## config.mk

```make
export PLATFORM = sky130hd
export DESIGN_NAME = pe_conv_row
export DESIGN_NICKNAME = d
export VERILOG_FILES = /design/src/rtl/pe_conv_row.sv
export SDC_FILE = /design/constraint.sdc
export NUM_CORES = 1
export LEC_CHECK = 0
export ABC_AREA = 1
export CORE_ASPECT_RATIO = 1.1
export CORE_MARGIN = 2
export CORE_UTILIZATION = 25
export CTS_BUF_LIST = sky130_fd_sc_hd__clkbuf_4 sky130_fd_sc_hd__clkbuf_8
export DETAILED_ROUTE_END_ITERATION = 12
export PLACE_DENSITY = 0.47
export REMOVE_ABC_BUFFERS = 1
export SYNTH_ARGS = -nofsm -noshare
export SYNTH_HDL_FRONTEND = slang
export SYNTH_SLANG_ARGS = --single-unit
```

## constraint.sdc

```tcl
create_clock -name clk -period 4.8 [get_ports clk]
set_clock_uncertainty 0.1 [all_clocks]
set_input_delay 0.72 -clock clk [delete_from_list [all_inputs] [get_ports clk]]
set_output_delay 0.72 -clock clk [all_outputs]
set_load 0.01 [all_outputs]
```

## src/rtl/pe_conv_row.sv

```systemverilog
// pe_conv_row: weight-stationary 5-tap 1D convolution PE; one ifmap row becomes 21 psum NOC flits.
module pe_conv_row #(
  parameter logic [3:0] PE_ADDR    = 4'b0000,
  parameter logic [3:0] PSUM_DEST  = 4'b0000,
  parameter int         PSUM_WIDTH = 12,
  parameter int         ROW_WRAP   = 25
) (
  input  logic        clk,
  input  logic        rst_n,
  input  logic [63:0] in_data,
  input  logic        in_valid,
  output logic        in_ready,
  output logic [63:0] out_data,
  output logic        out_valid,
  input  logic        out_ready,
  output logic        row_done,
  output logic [7:0]  drop_cnt
);
  typedef enum logic {IDLE, COMPUTE} state_t;
  state_t          state_q, state_d;
  logic [4:0][7:0] w_q, w_d;
  logic            w_loaded_q, w_loaded_d;
  logic [24:0]     s_q, s_d;
  logic [4:0]      k_q, k_d, tag_q, tag_d;
  logic            out_valid_q, out_valid_d, row_done_q, row_done_d;
  logic [63:0]     out_data_q, out_data_d;
  logic [7:0]      drop_q, drop_d;
  logic            accept, dst_ok;
  logic [1:0]      typ;
  logic            unused_bits;
  // Spike window of five columns starting at k gates the stationary weights.
  function automatic logic [63:0] flit(logic [4:0][7:0] w, logic [24:0] s, logic [4:0] tag, logic [4:0] k);
    logic [4:0]  win;
    logic [10:0] sum;
    win = 5'(s >> k);
    sum = '0;
    for (int j = 0; j < 5; j++) sum = sum + (win[j] ? 11'(w[j]) : 11'd0);
    return {PE_ADDR, PSUM_DEST, 2'b10, 32'd0, tag, k, 12'(PSUM_WIDTH'(sum))};
  endfunction
  assign in_ready    = (state_q == IDLE) & rst_n;
  assign accept      = in_valid & in_ready;
  assign dst_ok      = in_data[59:56] == PE_ADDR;
  assign typ         = in_data[55:54];
  assign unused_bits = ^{in_data[63:60], in_data[53:40]};
  assign out_data    = out_data_q;
  assign out_valid   = out_valid_q;
  assign row_done    = row_done_q;
  assign drop_cnt    = drop_q;
  always_comb begin
    state_d     = state_q;
    w_d         = w_q;
    w_loaded_d  = w_loaded_q;
    s_d         = s_q;
    k_d         = k_q;
    tag_d       = tag_q;
    out_valid_d = out_valid_q;
    out_data_d  = out_data_q;
    drop_d      = drop_q;
    row_done_d  = 1'b0;
    if (state_q == IDLE && accept) begin
      if (dst_ok && typ == 2'b01) begin
        w_d        = in_data[39:0];
        w_loaded_d = 1'b1;
      end else if (dst_ok && typ == 2'b00 && w_loaded_q) begin
        s_d         = in_data[24:0];
        k_d         = '0;
        out_valid_d = 1'b1;
        out_data_d  = flit(w_q, in_data[24:0], tag_q, 5'd0);
        state_d     = COMPUTE;
      end else begin
        drop_d = (drop_q == 8'hFF) ? drop_q : drop_q + 8'd1;
      end
    end else if (state_q == COMPUTE && out_valid_q && out_ready) begin
      if (k_q != 5'd20) begin
        k_d        = k_q + 5'd1;
        out_data_d = flit(w_q, s_q, tag_q, k_q + 5'd1);
      end else begin
        out_valid_d = 1'b0;
        out_data_d  = '0;
        row_done_d  = 1'b1;
        tag_d       = (tag_q == 5'(ROW_WRAP - 1)) ? 5'd0 : tag_q + 5'd1;
        state_d     = IDLE;
      end
    end
  end
  always_ff @(posedge clk or negedge rst_n) begin
    if (!rst_n) begin
      state_q     <= IDLE;
      w_q         <= '0;
      w_loaded_q  <= 1'b0;
      s_q         <= '0;
      k_q         <= '0;
      tag_q       <= '0;
      out_valid_q <= 1'b0;
      out_data_q  <= '0;
      row_done_q  <= 1'b0;
      drop_q      <= '0;
    end else begin
      state_q     <= state_d;
      w_q         <= w_d;
      w_loaded_q  <= w_loaded_d;
      s_q         <= s_d;
      k_q         <= k_d;
      tag_q       <= tag_d;
      out_valid_q <= out_valid_d;
      out_data_q  <= out_data_d;
      row_done_q  <= row_done_d;
      drop_q      <= drop_d;
    end
  end
endmodule

```

* Yosys cells after proc, flatten, opt, wreduce, memory -nomap -nowiden
Index checks and enable logic that the tools add are counted.
Operators by class: add/subtract/negate cells 11, eq/ne operators 7, shift-type cells 1, multiplexer cells 29, bitwise logic cells 8, reductions and logical operators 16
Operators with widths (count):
- 64-bit 2-to-1 mux | 4
- 8-bit 2-to-1 mux | 10
- 56-bit 2-to-1 mux | 1
- 5-bit 2-to-1 mux | 6
- 25-bit by 5-bit right shift with 5-bit output | 1
- 10-bit by 8-bit adder with 11-bit output | 2
- 11-bit by 8-bit adder with 11-bit output | 2
- 9-bit by 8-bit adder with 10-bit output | 2
- 8-bit by 8-bit adder with 9-bit output | 2
- 4-bit AND reduction | 3
- 5-bit by 1-bit adder with 5-bit output (second input constant) | 2
- 3-bit AND reduction | 3
- 8-bit by 1-bit adder with 8-bit output (second input constant) | 1
- 8-bit equality test (second input constant) | 1
- 1-bit 2-to-1 mux | 8
- 1-bit inverter | 6
- 5-bit equality test (second input constant) | 1
- 1-bit logical AND | 5
- 5-bit != test (second input constant) | 1
- 4-bit zero test | 1
- 2-bit != test (second input constant) | 2
- 2-bit nonzero test | 2
- 1-bit AND | 2
- 2-bit by 1-bit equality test with 1-bit output (second input constant) | 1
- 3 further kinds | 3
Word-level totals: flip-flop bits (word level) 150, input bits 68, output and inout bits 75

* Depth between registers and ports, before layout
Gate-level depths: netlist (run 1).
word-level depth 10, mapped depth 30, gate-level depth less buffers 26

* Worst setup path before layout (run 1)
No wires, ideal clock.
path type flip-flop to flip-flop, from register k_q[0], to register out_data_q[7] (netlist: out_data[7]), arrival time 4.625 ns, setup slack -0.041 ns, stages on the path, launching flop included 29, period minus slack after synthesis 4.841 ns, cells stage by stage dfrtp_1 -> buf_2 -> inv_2 -> buf_4 -> ha_1 -> buf_2 -> buf_2 -> nand3_1 -> nand2_1 -> nand2_1 -> nand3_1 -> nand3_1 -> nand2_2 -> nor2_1 -> fa_1 -> inv_1 -> fa_1 -> fa_1 -> inv_1 -> ha_1 -> fa_1 -> nand2_1 -> nand3_1 -> nand3b_1 -> nand3b_1 -> nand3_1 -> nand2_1 -> nand2_1 -> nand2_1
On the way: longest elaborated chain between the ends 10
RTL lines:
- from (decl) | line 24 | logic [4:0] k_q, k_d, tag_q, tag_d;
- from (signal assigned) | line 103 | k_q <= k_d;
- 5-bit by 1-bit adder with 5-bit output | line 76 | out_data_d = flit(w_q, s_q, tag_q, k_q + 5'd1);
- 25-bit by 5-bit right shift with 5-bit output | line 35 | win = 5'(s >> k);
- 8-bit 2-to-1 mux | line 37 | for (int j = 0; j < 5; j++) sum = sum + (win[j] ? 11'(w[j]) : 11'd0);
- 8-bit by 8-bit adder with 9-bit output | line 37
- 9-bit by 8-bit adder with 10-bit output | line 37
- 10-bit by 8-bit adder with 11-bit output | line 37
- 11-bit by 8-bit adder with 11-bit output | line 37
- 56-bit 2-to-1 mux (*) | line 74 | if (k_q != 5'd20) begin
- 64-bit 2-to-1 mux (*) | line 73 | end else if (state_q == COMPUTE && out_valid_q && out_ready) begin
- 64-bit 2-to-1 mux (*) | line 60 | if (state_q == IDLE && accept) begin
- to (signal assigned) | line 106 | out_data_q <= out_data_d;
- to (decl) | line 26 | logic [63:0] out_data_q, out_data_d;
Every way passes the cells marked *; elsewhere a longest branch is shown, timed or not. The select of a mux whose other input is x is not followed. A chain may end at the register's enable or synchronous reset.

* Final worst setup path (run 1)
from register k_q[0], to register out_data_q[8] (netlist: out_data[8])
Same word-level chain as after synthesis.

==> metrics.csv, run 1 <==
metric,value,unit
start_kind,register,
power_frac_seq,27.1,%
place_hpwl,17.61,mm
crit_path_start,k_q[0],
min_from,w_loaded_q,
layout.nets,1289,
viasPerCell,4.376,
power_density,404.2,nW/um^2
sw_frac_of_total,43.60,%
status,"complete, no violations",
ios,143,
final_common_cell,nand2_1,
antenna_found_initial,0,
finalMaxSlewViolations,0,
postSynth.asyncResetShare,100.0,%
cts_tree,done,
htree_levels,3,
drt_first_pass_iters,5,
path_clk_slew,0.11,ns
drtIter0Drc,367,
hp-class,register to register,
comb_power_share,59.1,%
setup_viol,0,
synth.area.top_cells,"dfrtp_1, nand2_1, fa_1",
endpoint_kind,register,
synth_top_cell_area_share,33.50,%
synth_ff_type,dfrtp_1,
drt.antenna.violating_nets,0,
rsz0062_at_grt,yes,
synth-seq-cells,108,
netlist_instances,1035,
initial_core_util,25.55,%
critPathMaxFanout,10,
p_int,2308,uW
portBuffers,82,
yosysSeqAreaShare,33.50,%
die_area,33720,sq um
ys_types,40,
grt_pass1_wl,36.79,mm
slew_headroom,28.00,%
die_h,192.4,um
gp_congestion,0.8234,
rows,68,
tns,0,ns
clk_latency,0.41,ns
drive_gt1_share,15.26,%
slowest_delay,0.54,ns
worst_pin_slew,1.077,ns
cts_root_buf,clkbuf_8,
core_area,31570,sq um
drc,0,
vias,6883,
grt_max_degree,72,
power.leakage,0.005095,uW
clkPwrFrac,13.8,%
crit_path_frequent_cell,nand2_1,
critPathSlowestCell,fa_1,
clock_path_buffers,2,
final_area,10130,sq um
wirelength,22.89,mm
max_freq,214.4,MHz
critPathRequiredTime,5.01,ns
critical_path.top_delay_family,adder cells,
drv_cap,0,
finalHoldViolations,0,
grt_pass1_vias,6773,
placed_area,9477,sq um
cp.buffers_inverters,6,
switching_power,1784,uW
syn_area,8066,sq um
die_w,175.3,um
final_cell_mix,"nand2_1, inv_1, nand3_1",
synth.avg_cell_area,7.794,sq um
r2r_start,k_q[0],
cp.arrival,4.87,ns
synth_top_area_cell,dfrtp_1,
max-vdd-ir-drop,198.5,uV
min_period_over_period,97.17,%
wl_per_cell,14.55,um
diodes,0,
synth_edf_count,0,
fin_crit,4.664,ns
cts_buffers,9,
track_usage,14.10,%
worstSetupPathType,register to register,
area_delta_synth_final,25.53,%
ys_warn_count,0,
grt_overflow,0,
clock-sinks,108,
[cells in the mapped netlist, types with 14 or more instances]
| cell | number |
|---|---|
| a21boi_0 | 18 |
| a21oi_1 | 18 |
| buf_2 | 15 |
| buf_4 | 49 |
| clkbuf_1 | 14 |
| dfrtp_1 | 108 |
| fa_1 | 46 |
| ha_1 | 27 |
| inv_1 | 146 |
| mux2_2 | 14 |
| nand2_1 | 296 |
| nand3_1 | 124 |
| nor2_1 | 25 |
| o21ai_0 | 71 |
[worst paths after layout]
| kind | endpoint | slack [ns] | depth (start not counted) |
|---|---|---|---|
| setup / recovery | out_data[8] | 0.14 | 27 |
| hold / removal | w_loaded_q | 0.38 | 2 |
| setup reg to reg | out_data[8] | 0.14 | 27 |
| hold reg to reg | w_loaded_q | 0.38 | 2 |
| max in group asynchronous | s_q[12] | 2.87 | 3 |
| min in group asynchronous | out_data[5] | 0.40 | 2 |
[timing repair]
action | CTS | global route
pin swaps | 6 | 50
endpoints found under the setup margin | 8 | 8
hold buffers | 0 | 0
buffers inserted | 2 | 4
gates cloned | 0 | 2
gates resized for setup | 18 | 86
[state kept, by name, indices dropped and copies added (netlist names)]
register    cells
drop_cnt        8
k_q             5
out_data       22
out_valid       1
row_done        1
s_q            25
tag_q           5
w_loaded_q      1
w_q            40
[routing by layer]
layer  vias to the layer above  GRT usage [%]  routed length [um]
li1                       3404              -                   -
met5                         -              0                   0
met4                         0          3.878                 303
met2                       139          24.21               11340
met3                        21          1.852                 730
met1                      3319          18.61               10520
[final cells by class]
cell class	instances	area [sq um]
Tap cell	420	525.5
Fill cell	3409	21440
Timing Repair Buffer	141	1380
Inverter	149	564.3
Multi-Input combinational cell	739	4771
Clock inverter	5	35.03
Clock buffer	11	145.1
Sequential cell	108	2705
[metrics by stage]
step	worst slack (ns)	instances	hold WS, ns	total power (uW)	util, %
floorplan	-0.8543	996	0.3244	2131	-
global placement	-0.1718	1549	0.3508	3067	30.02
detailed placement	-0.1715	1549	0.3553	3070	30.02
CTS	0.001648	1567	0.3813	3741	30.85
global route	-0.09018	1573	0.4072	4408	32.08
finish	0.1360	1573	0.3810	4093	32.08
[power groups by stage]
stage | clock network (uW) | logic [uW] | registers (uW)
floorplan | 0 | 977 | 1150
global placement | 0 | 1950 | 1120
detailed placement | 0 | 1950 | 1120
CTS | 590 | 2050 | 1110
global route | 625 | 2650 | 1130
finish | 564 | 2420 | 1110
[logic make-up (layout without fill, tap and decap cells)]
kind of cell	after synthesis	in the layout	share of synthesized area, %
other	1	42	0.04649
buffers and inverters	229	306	13.26
AOI/OAI and AO/OA	118	118	8.190
muxes	14	14	1.954
adders and majority gates	73	73	15.60
DFF	108	108	33.50
xor gates and xnor gates	12	12	1.489
and+or+nand+nor	480	480	25.95
[worst register-to-register path: cells and delay by family, from the launching register on]
family,cells,cell delay (ns)
fa+ha+maj,5,2.18
simple gates,15,1.15
buf+inv,6,0.55
flops,1,0.46
compound gates,1,0.14
Note: power is estimated with default switching activity, not from simulation.
==> run 2, diff against run 1 <==
- CORE_MARGIN: 2 -> unset
==> run 2 against run 1 <==
Compared with the run above: register-to-register slack worse by 0.03 ns; setup slack worse by 0.025 ns; power is 1.4% lower; critical path type unchanged; critical path depth is 3 lower; via count is 1.1% lower.
==> metrics.csv, run 2 (synthesis results as in run 1) <==
metric,value,unit,change
final_common_cell,nand2_1,,
max_freq,213.3,MHz,-0.53%
critPathSlowestCell,fa_1,,
area_delta_synth_final,24.77,%,
layout.nets,1282,,-0.54%
clock-sinks,108,,unchanged
setup_ws,0.1109,ns,-0.02502 ns
regMostFlops,w_q,,
use_met1,18.42,%,-0.19 points
worstPathCellList,inv_2 -> ha_4 -> buf_8 -> buf_4 -> nand3_1 -> nand3_2 -> nand3_2 -> nand3_4 -> a21boi_2 -> fa_1 -> inv_2 -> fa_1 -> fa_1 -> inv_2 -> ha_4 -> fa_2 -> nand2_2 -> nand3_4 -> nand3_1 -> nand3b_1 -> nand3_1 -> nand2_1 -> nand2_1 -> nand2_1,,
grt_pass1_wl,36.45,mm,-0.94%
setup_viol,0,,unchanged
drtIter0Drc,288,,-22%
wl_per_cell,14.36,um,-1.3%
comb_power_share,59.0,%,about the same
antenna_found_initial,0,,unchanged
viasPerCell,4.351,,-0.56%
max-vdd-ir-drop,199.7,uV,+0.60%
pre_cts_slack,-0.1894,ns,-0.01788 ns
final_area,10060,sq um,-0.61%
clkPwrFrac,13.5,%,-0.3 points
power.leakage,0.005068,uW,-0.53%
drc,0,,unchanged
core_area,31570,sq um,unchanged
switching_power,1777,uW,-0.41%
cts_root_buf,clkbuf_8,,
start_kind,register,,
track_usage,14.18,%,+0.081 points
fin_util,31.89,%,-0.19 points
hp-class,input port to async pin,,
worstSetupPathType,register to register,,
place_hpwl,17.20,mm,-2.4%
power_frac_seq,27.4,%,+0.3 points
drv_cap,0,,unchanged
wirelength,22.46,mm,-1.9%
grt_pass1_vias,6781,,+0.12%
worst_pin_slew,0.8844,ns,-0.1929 ns
vias,6805,,-1.1%
drt.antenna.violating_nets,0,,unchanged
nFillCells,3427,,+0.53%
final_cell_mix,"nand2_1, inv_1, nand3_1",,
clock_path_buffers,2,,unchanged
path_clk_slew,0.10,ns,about the same
die_area,32990,sq um,-2.2%
drt_first_pass_iters,4,,-1
p_int,2258,uW,-2.2%
cts_tree,done,,
rsz0062_at_grt,yes,,
slowest_delay,0.58,ns,+0.04 ns
htree_levels,3,,unchanged
sw_frac_of_total,44.04,%,+0.45 points
cp.arrival,4.89,ns,+0.02 ns
die_w,173.3,um,-1.1%
initial_core_util,25.55,%,unchanged
grt_overflow,0,,unchanged
critPathRequiredTime,5.00,ns,about the same
grt_busiest_layer,met2,,
power_density,400.9,nW/um^2,-0.82%
finalHoldViolations,0,,unchanged
die_h,190.4,um,-1.0%
ios,143,,unchanged
p_total,4035,uW,-1.4%
grtUsageMet2,24.31,%,+0.10 points
rows,68,,unchanged
diodes,0,,unchanged
gp_congestion,0.8089,,-1.8%
clk_latency,0.41,ns,about the same
critPathMaxFanout,11,,+1
slew_headroom,41.04,%,+13 points
endpoint_kind,register,,
grt_max_degree,72,,unchanged
status,"complete, no violations",,
finalMaxSlewViolations,0,,unchanged
placed_area,9424,sq um,-0.55%
portBuffers,82,,unchanged
grt_use_met3,2.173,%,+0.32 points
min_period_over_period,97.69,%,+0.52 points
tns,0,ns,unchanged
largest_reg_flops,40,,unchanged
fin_crit,4.689,ns,+0.02502 ns
cts_buffers,9,,unchanged
drive_gt1_share,14.86,%,-0.40 points
## run 2: cell types whose count changed in the layout (fill, tap and decap cells not counted), moves of 2 or more
cell	previous run	this run
buf_4	48	43
nand2_1	281	276
a21boi_1	3	7
a21boi_2	9	5
nand2_2	17	20
clkinv_2	2	0
ha_4	6	8
nand2_4	2	4
nand3_2	14	12
xnor2_2	0	2
## run 2: power by group through the flow
stage	combinational, uW	sequential, uW	clock, uW
6_report	2380	1110	546
5_1_grt	2590	1120	595
4_1_cts	1990	1110	570
3_5_place_dp	1920	1120	0
3_3_place_gp	1910	1120	0
2_1_floorplan	977	1150	0
## run 2: worst paths after layout
path / startpoint / end / slack, ns / cells after the start
worst max-delay path: k_q[1] / out_data[9] / 0.11 / 24
worst min-delay path: rst_n / drop_cnt[7] / 0.32 / 2
worst max register to register: k_q[1] / out_data[9] / 0.11 / 24
worst min register to register: w_loaded_q / w_loaded_q / 0.38 / 2
max in group asynchronous: rst_n / w_q[20] / 2.98 / 3
min in group clk: w_loaded_q / w_loaded_q / 0.38 / 2
## run 2: through the flow
stage | cells | hold slack (ns)
4_1_cts | 1556 | 0.3112
3_5_place_dp | 1542 | 0.3588
3_3_place_gp | 1542 | 0.3520
6_report | 1564 | 0.3151
5_1_grt | 1564 | 0.3528
2_1_floorplan | 996 | 0.3244
## run 2: area by class of cell
type                    count  area, sq um  share of cell area (%)
multi-input cells         739         4795                   47.64
clock buffers              11        145.1                   1.442
flip-flops and latches    108         2704                   26.86
well taps                 420        525.5                   5.221
clock inverters             3        23.77                  0.2362
repair buffers            134         1308                   12.99
inverters                 149        564.3                   5.607
## run 2: timing repair
| action | CTS | global route |
|---|---|---|
| gates cloned | 0 | 2 |
| setup buffers | 0 | 6 |
| hold endpoints to repair | 0 | 0 |
| endpoints found under the setup margin | 8 | 8 |
| resized for setup | 23 | 82 |
| hold buffers | 0 | 0 |
| pin swaps | 8 | 44 |
## run 2: worst max-delay path, delay by kind of cell (launching register included)
| family | cells | cell delay, ns |
|---|---|---|
| fa+ha+maj | 6 | 2.51 |
| simple gates | 12 | 1.03 |
| flops | 1 | 0.45 |
| buf+inv | 5 | 0.42 |
| compound gates | 1 | 0.08 |
## run 2: layer usage
| metal | vias up | part of all wire [%] |
|---|---|---|
| met5 | - | 0 |
| li1 | 3392 | - |
| met4 | 0 | 1.2 |
| met1 | 3281 | 47 |
| met3 | 20 | 2.7 |
| met2 | 112 | 49 |
